[src/rtl/ulpi_pkg.sv]
// Shared constants for the ULPI register controller: PHY register map,
// start-up configuration table and controller state encoding.
package ulpi_pkg;

    localparam logic [5:0] FUNC_CTRL      = 6'h04;
    localparam logic [5:0] OTG_CTRL       = 6'h0A;

    // SuspendM, non-driving op mode, full-speed transceiver
    localparam logic [7:0] FUNC_CTRL_INIT = 8'h49;
    // D+/D- pull-downs off so the sniffer stays passive
    localparam logic [7:0] OTG_CTRL_INIT  = 8'h00;

    localparam int INIT_LEN = 2;

    localparam logic [2:0] ST_WAIT_PHY   = 3'd0;
    localparam logic [2:0] ST_INIT_ISSUE = 3'd1;
    localparam logic [2:0] ST_INIT_WAIT  = 3'd2;
    localparam logic [2:0] ST_IDLE       = 3'd3;
    localparam logic [2:0] ST_ISSUE      = 3'd4;
    localparam logic [2:0] ST_WAIT       = 3'd5;

    typedef struct packed {
        logic [5:0] addr;
        logic [7:0] val;
    } init_entry_t;

    function automatic init_entry_t init_entry(input logic [1:0] idx);
        init_entry_t e;
        case (idx)
            2'd0: begin
                e.addr = FUNC_CTRL;
                e.val  = FUNC_CTRL_INIT;
            end
            default: begin
                e.addr = OTG_CTRL;
                e.val  = OTG_CTRL_INIT;
            end
        endcase
        return e;
    endfunction

endpackage

[src/rtl/ulpi_rr_arb2.sv]
// Two-way round-robin arbiter; the requester whose access was just
// acknowledged drops to lower priority.
module ulpi_rr_arb2 (
    input  logic       clk,
    input  logic       rst,
    input  logic [1:0] req,
    input  logic [1:0] ack,
    output logic [1:0] gnt
);

    logic r_prio;

    always_comb begin
        gnt = 2'b00;
        if (!r_prio) begin
            if (req[0])      gnt = 2'b01;
            else if (req[1]) gnt = 2'b10;
        end else begin
            if (req[1])      gnt = 2'b10;
            else if (req[0]) gnt = 2'b01;
        end
    end

    always_ff @(posedge clk) begin
        if (!rst) begin
            r_prio <= 1'b0;
        end else if (ack[0]) begin
            r_prio <= 1'b1;
        end else if (ack[1]) begin
            r_prio <= 1'b0;
        end
    end

endmodule

[src/rtl/ulpi_reg_ctrl.sv]
// ULPI register access sequencer: PHY start-up wait, configuration table
// write-out, then arbitrated read/write service with abort retry.
module ulpi_reg_ctrl
    import ulpi_pkg::*;
#(
    parameter int STARTUP_CYCLES = 600,
    parameter int MAX_RETRY      = 3
) (
    input  logic        clk_ULPI,
    input  logic        rst,
    input  logic        DIR,
    input  logic [1:0]  req,
    input  logic [1:0]  rw,
    input  logic [11:0] addr,
    input  logic [15:0] wdata,
    output logic [1:0]  ack,
    output logic [1:0]  err,
    output logic [7:0]  rdata,
    output logic        init_done,
    output logic        init_fail,
    output logic        PrW,
    output logic        PrR,
    output logic [5:0]  ADDR,
    output logic [7:0]  REG_VAL,
    input  logic        wr_busy,
    input  logic        wr_abort,
    input  logic        rd_busy,
    input  logic        rd_abort,
    input  logic [7:0]  RD_VAL
);

    localparam int              CNT_W       = (STARTUP_CYCLES > 1) ? $clog2(STARTUP_CYCLES) : 1;
    localparam logic [CNT_W-1:0] CNT_LAST   = CNT_W'(STARTUP_CYCLES - 1);
    localparam logic [1:0]      RETRY_LIMIT = 2'(MAX_RETRY);
    localparam logic [1:0]      INIT_LAST   = 2'(INIT_LEN - 1);

    logic [2:0]       r_state;
    logic [CNT_W-1:0] r_cnt;
    logic [1:0]       r_init_idx;
    logic [1:0]       r_retry;
    logic             r_is_wr;
    logic             r_gnt;
    logic             r_busy_prev;
    logic             r_prw;
    logic             r_prr;
    logic [5:0]       r_addr;
    logic [7:0]       r_regval;
    logic [1:0]       r_ack;
    logic [1:0]       r_err;
    logic [7:0]       r_rdata;
    logic             r_init_done;
    logic             r_init_fail;

    logic [5:0]  w_req_addr  [2];
    logic [7:0]  w_req_wdata [2];
    logic [1:0]  w_req_eff;
    logic [1:0]  w_gnt;
    logic        w_gnt_idx;
    logic [1:0]  w_gnt_onehot;
    logic [1:0]  w_ack_next;
    logic        w_busy;
    logic        w_abort;
    logic        w_fall;
    logic        w_retry_max;
    logic [1:0]  w_retry_inc;
    logic        w_launch;
    logic        w_init_step;
    logic        w_user_done;
    logic        w_user_fail;
    init_entry_t w_init_first;
    init_entry_t w_init_next;

    genvar gi;
    generate
        for (gi = 0; gi < 2; gi++) begin : g_req
            assign w_req_addr[gi]  = addr[gi*6 +: 6];
            assign w_req_wdata[gi] = wdata[gi*8 +: 8];
        end
    endgenerate

    // A requester still sees its own ack this cycle; mask it so it is not re-granted
    assign w_req_eff = req & ~r_ack;

    ulpi_rr_arb2 u_arb (
        .clk (clk_ULPI),
        .rst (rst),
        .req (w_req_eff),
        .ack (w_ack_next),
        .gnt (w_gnt)
    );

    assign w_gnt_idx    = w_gnt[1];
    assign w_gnt_onehot = r_gnt ? 2'b10 : 2'b01;

    assign w_busy      = r_is_wr ? wr_busy  : rd_busy;
    assign w_abort     = r_is_wr ? wr_abort : rd_abort;
    assign w_fall      = r_busy_prev & ~w_busy;
    assign w_retry_max = (r_retry == RETRY_LIMIT);
    assign w_retry_inc = (r_retry == 2'b11) ? r_retry : r_retry + 2'd1;

    assign w_launch = ((r_state == ST_INIT_ISSUE) || (r_state == ST_ISSUE)) && !DIR && !w_busy;

    // An abort takes precedence over a busy fall in the same cycle
    assign w_init_step = (r_state == ST_INIT_WAIT) && (w_abort ? w_retry_max : w_fall);
    assign w_user_done = (r_state == ST_WAIT) && !w_abort && w_fall;
    assign w_user_fail = (r_state == ST_WAIT) && w_abort && w_retry_max;
    assign w_ack_next  = (w_user_done || w_user_fail) ? w_gnt_onehot : 2'b00;

    assign w_init_first = init_entry(2'd0);
    assign w_init_next  = init_entry(r_init_idx + 2'd1);

    always_ff @(posedge clk_ULPI) begin
        if (!rst) begin
            r_state     <= ST_WAIT_PHY;
            r_cnt       <= '0;
            r_init_idx  <= '0;
            r_retry     <= '0;
            r_is_wr     <= 1'b0;
            r_gnt       <= 1'b0;
            r_busy_prev <= 1'b0;
            r_prw       <= 1'b0;
            r_prr       <= 1'b0;
            r_addr      <= '0;
            r_regval    <= '0;
            r_ack       <= '0;
            r_err       <= '0;
            r_rdata     <= '0;
            r_init_done <= 1'b0;
            r_init_fail <= 1'b0;
        end else begin
            r_prw       <= 1'b0;
            r_prr       <= 1'b0;
            r_ack       <= w_ack_next;
            r_err       <= w_user_fail ? w_gnt_onehot : 2'b00;
            r_busy_prev <= w_busy;

            case (r_state)
                ST_WAIT_PHY: begin
                    if (r_cnt == CNT_LAST) begin
                        r_state    <= ST_INIT_ISSUE;
                        r_init_idx <= '0;
                        r_addr     <= w_init_first.addr;
                        r_regval   <= w_init_first.val;
                        r_retry    <= '0;
                        r_is_wr    <= 1'b1;
                    end else begin
                        r_cnt <= r_cnt + CNT_W'(1);
                    end
                end

                ST_INIT_ISSUE: begin
                    if (w_launch) begin
                        r_prw   <= 1'b1;
                        r_state <= ST_INIT_WAIT;
                    end
                end

                ST_INIT_WAIT: begin
                    if (w_init_step) begin
                        if (w_abort) begin
                            r_init_fail <= 1'b1;
                        end
                        if (r_init_idx == INIT_LAST) begin
                            r_init_done <= 1'b1;
                            r_state     <= ST_IDLE;
                        end else begin
                            r_init_idx <= r_init_idx + 2'd1;
                            r_addr     <= w_init_next.addr;
                            r_regval   <= w_init_next.val;
                            r_retry    <= '0;
                            r_state    <= ST_INIT_ISSUE;
                        end
                    end else if (w_abort) begin
                        r_retry <= w_retry_inc;
                        r_state <= ST_INIT_ISSUE;
                    end
                end

                ST_IDLE: begin
                    if (|w_req_eff) begin
                        r_gnt    <= w_gnt_idx;
                        r_is_wr  <= rw[w_gnt_idx];
                        r_addr   <= w_req_addr[w_gnt_idx];
                        r_regval <= w_req_wdata[w_gnt_idx];
                        r_retry  <= '0;
                        r_state  <= ST_ISSUE;
                    end
                end

                ST_ISSUE: begin
                    if (w_launch) begin
                        r_prw   <= r_is_wr;
                        r_prr   <= !r_is_wr;
                        r_state <= ST_WAIT;
                    end
                end

                ST_WAIT: begin
                    if (w_abort) begin
                        if (w_retry_max) begin
                            r_state <= ST_IDLE;
                        end else begin
                            r_retry <= w_retry_inc;
                            r_state <= ST_ISSUE;
                        end
                    end else if (w_fall) begin
                        if (!r_is_wr) begin
                            r_rdata <= RD_VAL;
                        end
                        r_state <= ST_IDLE;
                    end
                end

                default: r_state <= ST_WAIT_PHY;
            endcase
        end
    end

    assign ack       = r_ack;
    assign err       = r_err;
    assign rdata     = r_rdata;
    assign init_done = r_init_done;
    assign init_fail = r_init_fail;
    assign PrW       = r_prw;
    assign PrR       = r_prr;
    assign ADDR      = r_addr;
    assign REG_VAL   = r_regval;

endmodule

[config.mk]
export PLATFORM = sky130hd
export DESIGN_NAME = ulpi_reg_ctrl
export DESIGN_NICKNAME = d
export VERILOG_FILES = /design/src/rtl/ulpi_pkg.sv /design/src/rtl/ulpi_rr_arb2.sv /design/src/rtl/ulpi_reg_ctrl.sv
export SDC_FILE = /design/constraint.sdc
export NUM_CORES = 1
export LEC_CHECK = 0
export ABC_AREA = 1
export CORE_MARGIN = 1
export CORE_UTILIZATION = 37
export DETAILED_ROUTE_END_ITERATION = 8
export SYNTH_ARGS = -nofsm -noshare
export SYNTH_HDL_FRONTEND = slang
export SYNTH_SLANG_ARGS = --single-unit
[constraint.sdc]
create_clock -name clk_ULPI -period 2.2 [get_ports clk_ULPI]
set_clock_uncertainty 0.05 [all_clocks]
set_input_delay 0.44 -clock clk_ULPI [delete_from_list [all_inputs] [get_ports clk_ULPI]]
set_output_delay 0.44 -clock clk_ULPI [all_outputs]
set_load 0.02 [all_outputs]
==> results of run 1 <==
[per-stage QoR]
| step | util, % | instances | worst slack [ns] | hold slack (ns) | area [sq um] |
|---|---|---|---|---|---|
| finish | 53.3 | 566 | 0.304 | 0.426 | 3640 |
| global placement | 51.5 | 558 | 0.0661 | 0.400 | 3520 |
| detailed placement | 51.5 | 558 | 0.00502 | 0.414 | 3520 |
| CTS | 53.3 | 566 | 0.310 | 0.428 | 3640 |
| floorplan | - | 388 | 0.591 | 0.389 | 2630 |
| global route | 53.3 | 566 | 0.143 | 0.463 | 3640 |
[routing by layer]
layer	routed length, microns	track usage (%)	part of all wire [%]	vias to the layer above
li1	-	-	-	1405
met1	3040	23.3	45	1200
met2	3220	32.8	48	52
met3	380	4.57	5.7	4
met4	54	4.09	0.81	0
met5	0	0	0	-
[tightest hold or removal path, delay by kind of cell, from the launching register on]
family             cells  cell delay, ns
AOI/OAI and AO/OA      1            0.05
DFF                    1            0.32
and+or+nand+nor        1            0.06
[flip-flops by register name, indices dropped and copies added (netlist names), 2 cells and up]
name and count:
r_state 3, REG_VAL 8, ADDR 6, ack 2
err 2, r_retry 2, rdata 8, r_cnt 10
r_init_idx 2
[kinds of logic after synthesis]
| kind of cell | Yosys count | synth area share (%) |
|---|---|---|
| xor+xnor | 2 | 0.666 |
| compound gates | 63 | 13.1 |
| simple gates | 221 | 38.3 |
| buf+inv | 48 | 7.75 |
| fa+ha+maj | 3 | 1.43 |
| flops | 51 | 38.8 |
[final timing paths]
kind	cells past startpoint	start	to
setup / recovery	10	r_cnt[1]$_SDFFE_PN0P_	REG_VAL[0]$_SDFFE_PN0P_
hold / removal	2	r_gnt$_SDFFE_PN0P_	r_gnt$_SDFFE_PN0P_
setup reg to reg	10	r_cnt[1]$_SDFFE_PN0P_	REG_VAL[0]$_SDFFE_PN0P_
hold reg to reg	2	r_gnt$_SDFFE_PN0P_	r_gnt$_SDFFE_PN0P_
[cell type report]
class | instances | area (sq um)
flip-flops and latches | 51 | 1020
well taps | 96 | 120
inverters | 36 | 138
clock inverters | 2 | 35.0
clock buffers | 6 | 82.6
fillers | 711 | 3190
multi-input cells | 289 | 1410
repair buffers | 86 | 836
[synthesized netlist by cell type, drive strengths merged]
library cell	instances	share of area (%)
nand4	4	0.95
clkbuf	4	0.57
o21ai	34	6.5
a31o	1	0.33
o21a	1	0.29
o211ai	1	0.29
nand3	24	6.1
nor3b	1	0.29
a31oi	1	0.24
xor2	1	0.33
buf	8	1.9
ha	3	1.4
xnor2	1	0.33
nand2	78	12
inv	36	5.2
nor3	11	2.5
nor4	1	0.24
a21oi	22	4.2
nor2	98	15
dfxtp	51	39
o21bai	3	1.3
or2	2	0.48
nand3b	2	0.57
[power breakdown]
group,internal [mW],switching (mW),total (mW)
sequential,0.928,0.00516,0.933
clock,0.368,0.309,0.677
combinational,0.100,0.0633,0.163
total,1.40,0.377,1.77
[layout by cell type, fill, tap and decap left out]
cell              n
a21oi_1          22
nor2_8            1
nand3_1          19
xnor2_1           1
inv_1            30
nand3_4           2
nor2_1           90
o21a_1            1
nand4_1           4
nor4_1            1
xor2_1            1
clkbuf_8          6
a31o_2            1
inv_2             5
ha_1              3
nor3_4            1
nor3_1           10
nor2_2            7
nand2_2           5
a31oi_1           1
o211ai_1          1
o21bai_2          3
clkdlybuf4s50_1  76
nand3_2           3
clkinv_2          1
bufinv_16         1
inv_4             1
nand2_4           1
nor3b_1           1
dfxtp_1          51
buf_4            10
nand3b_1          2
o21ai_0          34
nand2_1          72
or2_2             2
==> results.sh, run 1 <==
export IMPL_outcome="complete, no violations"
export IMPL_p_total_mw=1.77
export IMPL_fin_crit_sh_pct=86.2
export IMPL_ant_nets=0
export IMPL_crit_path_frequent_cell="nand2_1"
export IMPL_syn_area_sq_mm=0.00263
export IMPL_peakVddDrop_mv=0.291
export IMPL_vias=2661
export IMPL_ff2ff_setup_slack_ns=0.30
export IMPL_antenna_found_initial=0
export IMPL_antenna_cells=0
export IMPL_drtPass1Iterations=4
export IMPL_critPathKind="reg -> reg"
export IMPL_cts_max_level=2
export IMPL_dieArea_sq_mm=0.00745
export IMPL_ys_warn_count=0
export IMPL_drt_initial_drc_count=71
export IMPL_cp_slowest_cell="dfxtp_1"
export IMPL_gp_congestion=0.879
export IMPL_port_buffers=76
export IMPL_slew_headroom_pct=65.7
export IMPL_rsz0062_at_grt="no"
export IMPL_period_needed_ns=1.90
export IMPL_fmax_ghz=0.528
export IMPL_drv_slew=0
export IMPL_drive_gt1_share_pct=10.6
export IMPL_initial_core_util_pct=38.5
export IMPL_via_per_inst=4.70
export IMPL_grt_overflow_total=0
export IMPL_setup_viol=0
export IMPL_synth_area_per_cell_sq_um=6.78
export IMPL_numCtsBuffers=5
export IMPL_rows=30
export IMPL_insertion_delay_ns=0.30
export IMPL_synth_seq_area_share_pct=38.8
export IMPL_clk_pin_slew_ns=0.09
export IMPL_crit_required_ns=2.36
export IMPL_finalHoldViolCount=0
export IMPL_synthCells=388
export IMPL_arrival_ns=2.06
export IMPL_cts_hold_buf=0
export IMPL_synth_seq_cells=51
export IMPL_drc=0
export IMPL_drv_cap=0
export IMPL_crit_chain="ha_1 > nand2_1 > nor2_1 > nand3_1 > nand2_2 > nand3_4 > nor2_8 > nand2_1 > nand2_1 > nor2_1"
export IMPL_cp_max_fo=25
export IMPL_grt_pass1_wl_microns=11200
export IMPL_postCtsSetupBuffers=0
export IMPL_grt_total_usage_pct=18.7
export IMPL_dieHeight_microns=86.3
export IMPL_power_leakage_nw=1.43
export IMPL_worst_pin_slew_ns=0.514
export IMPL_min_path_type="reg -> reg"
export IMPL_syn_to_final_growth_pct=38.3
export IMPL_yosysUniqueCellTypes=35
export IMPL_tns_ns=0
export IMPL_cp_top_family="simple AND/OR/NAND/NOR gates"
export IMPL_cts_buffer_depth=2
export IMPL_wl_microns=6690
export IMPL_grt_max_degree=26
export IMPL_num_io_pins=77
export IMPL_critPathBufInv=0
export IMPL_start_kind="register"
export IMPL_syn_nets=438
export IMPL_die_w_microns=86.3
export IMPL_grt_pass1_vias=2523
export IMPL_cts_resized=0
export IMPL_slowest_delay_ns=0.40
export IMPL_hpwl_microns=5130
export IMPL_core_area_sq_mm=0.00683
export IMPL_cts_tree="done"
export IMPL_p_per_area_mw_per_mm2=487
export IMPL_clock_root_buffer="clkbuf_8"
export IMPL_endpoint_kind="register"
export IMPL_cts_sinks=51
export IMPL_wl_per_cell_microns=11.8
export IMPL_layout_nets=519
No activity file was read; power rests on OpenSTA's default activity.
==> inputs of run 2 (changes only) <==
Settings changed: PLACE_DENSITY set to 0.67.
==> run 2 against run 1 <==
Compared with the run above: critical path type unchanged; first-iteration DRC count grew 9.9%; fmax is 0.37% lower; highest routed layer unchanged; global-route usage decreased by 0.76 points.
==> results.sh, run 2 (synthesis results as in run 1) <==
export IMPL_outcome="complete, no violations"
export IMPL_ff2ff_setup_slack_ns=0.30
export IMPL_postCtsSetupBuffers=0
export IMPL_dieHeight_microns=86.3
export IMPL_start_kind="register"
export IMPL_finalNonFillerCells=564
export IMPL_period_needed_ns=1.90
export IMPL_drc=0
export IMPL_grt_total_usage_pct=18.0
export IMPL_wl_microns=6390
export IMPL_power_leakage_nw=1.40
export IMPL_ant_nets=0
export IMPL_slowest_delay_ns=0.39
export IMPL_dieArea_sq_mm=0.00745
export IMPL_rsz0062_at_grt="no"
export IMPL_peakVddDrop_mv=0.312
export IMPL_crit_chain="ha_1 > nand2_1 > nor2_1 > nand3_1 > nand2_2 > nand3_4 > nor2_8 > nand2_1 > nand2_1 > nor2_1"
export IMPL_slew_headroom_pct=68.1
export IMPL_vias=2658
export IMPL_crit_required_ns=2.35
export IMPL_arrival_ns=2.05
export IMPL_finalHoldViolCount=0
export IMPL_antenna_found_initial=0
export IMPL_cts_hold_buf=0
export IMPL_min_from="r_gnt$_SDFFE_PN0P_"
export IMPL_reg2reg_from="r_cnt[1]$_SDFFE_PN0P_"
export IMPL_cts_tree="done"
export IMPL_cp_slowest_cell="dfxtp_1"
export IMPL_numCtsBuffers=5
export IMPL_clk_pin_slew_ns=0.09
export IMPL_cp_top_family="simple AND/OR/NAND/NOR gates"
export IMPL_critPathKind="reg -> reg"
export IMPL_via_per_inst=4.71
export IMPL_critPathBufInv=0
export IMPL_endpoint_kind="register"
export IMPL_crit_path_frequent_cell="nand2_1"
export IMPL_antenna_cells=0
export IMPL_grt_pass1_vias=2515
export IMPL_top_register="r_cnt"
export IMPL_grt_pass1_wl_microns=10800
export IMPL_cts_buffer_depth=2
export IMPL_drive_gt1_share_pct=10.0
export IMPL_setup_viol=0
export IMPL_wl_per_cell_microns=11.3
export IMPL_min_path_type="reg -> reg"
export IMPL_die_w_microns=86.3
export IMPL_fin_crit_sh_pct=86.5
export IMPL_core_area_sq_mm=0.00683
export IMPL_grt_max_degree=26
export IMPL_n_fill_cell=701
export IMPL_rows=30
export IMPL_tns_ns=0
export IMPL_clock_root_buffer="clkbuf_8"
export IMPL_layout_common_cells="90 x nor2_1, 76 x clkdlybuf4s50_1, 72 x nand2_1"
export IMPL_drtPass1Iterations=4
export IMPL_initial_core_util_pct=38.5
export IMPL_layout_nets=517
export IMPL_port_buffers=76
export IMPL_syn_to_final_growth_pct=36.5
export IMPL_largest_register_ff_count=10
export IMPL_cts_sinks=51
export IMPL_drt_initial_drc_count=78
export IMPL_cp_max_fo=25
export IMPL_num_io_pins=77
export IMPL_final_common_cell="nor2_1"
export IMPL_p_per_area_mw_per_mm2=448
export IMPL_cts_resized=0
export IMPL_drv_slew=0
export IMPL_worst_pin_slew_ns=0.478
export IMPL_place_inst=556
export IMPL_hpwl_microns=4940
export IMPL_drv_cap=0
export IMPL_gp_congestion=0.903
export IMPL_grt_overflow_total=0
export IMPL_cts_max_level=2
export IMPL_fmax_ghz=0.526
export IMPL_crit_path_start="r_cnt[1]$_SDFFE_PN0P_"
export IMPL_insertion_delay_ns=0.30
[run 2: routing by layer]
| metal | wire length (microns) | track usage, % |
|---|---|---|
| met1 | 2920 | 22.2 |
| met4 | 114 | 5.15 |
| met3 | 284 | 3.90 |
| met5 | 0 | 0 |
| met2 | 3080 | 31.5 |
[run 2: worst reg2reg max path, cell delays in order (launching register included)]
cell and delay [ns]:
dfxtp_1 0.39, ha_1 0.23, nand2_1 0.07, nor2_1 0.09, nand3_1 0.14, nand2_2 0.18
nand3_4 0.13, nor2_8 0.32, nand2_1 0.11, nand2_1 0.07, nor2_1 0.03
[run 2: layout make-up]
class	count	area, sq um	area share (%)
Clock buffer	6	72.6	2.02
Timing Repair Buffer	84	821	22.9
Tap cell	96	120	3.34
Sequential cell	51	1020	28.4
Inverter	36	138	3.83
Clock inverter	2	12.5	0.348
Multi-Input combinational cell	289	1410	39.2
[run 2: power breakdown]
| group | switching, mW | total, mW | internal (mW) |
|---|---|---|---|
| Sequential | 0.00482 | 0.933 | 0.928 |
| Combinational | 0.0625 | 0.160 | 0.0979 |
| Clock | 0.295 | 0.517 | 0.223 |
| Total | 0.362 | 1.61 | 1.25 |
[run 2: stage by stage]
step	setup WS (ns)	util (%)	hold WS (ns)	area [sq um]	power (mW)
after floorplan	0.591	-	0.389	2630	1.01
after global placement	0.0719	51.3	0.398	3510	1.11
after detailed placement	0.0347	51.3	0.405	3510	1.12
after CTS	0.298	52.6	0.418	3590	1.64
after global routing	0.0445	52.6	0.442	3590	1.69
final	0.297	52.6	0.420	3590	1.61
[run 2: final timing paths]
path | end | depth (start not counted)
max | ADDR[4]$_SDFFE_PN0P_ | 10
min | r_gnt$_SDFFE_PN0P_ | 2
max reg2reg | ADDR[4]$_SDFFE_PN0P_ | 10
min reg2reg | r_gnt$_SDFFE_PN0P_ | 2
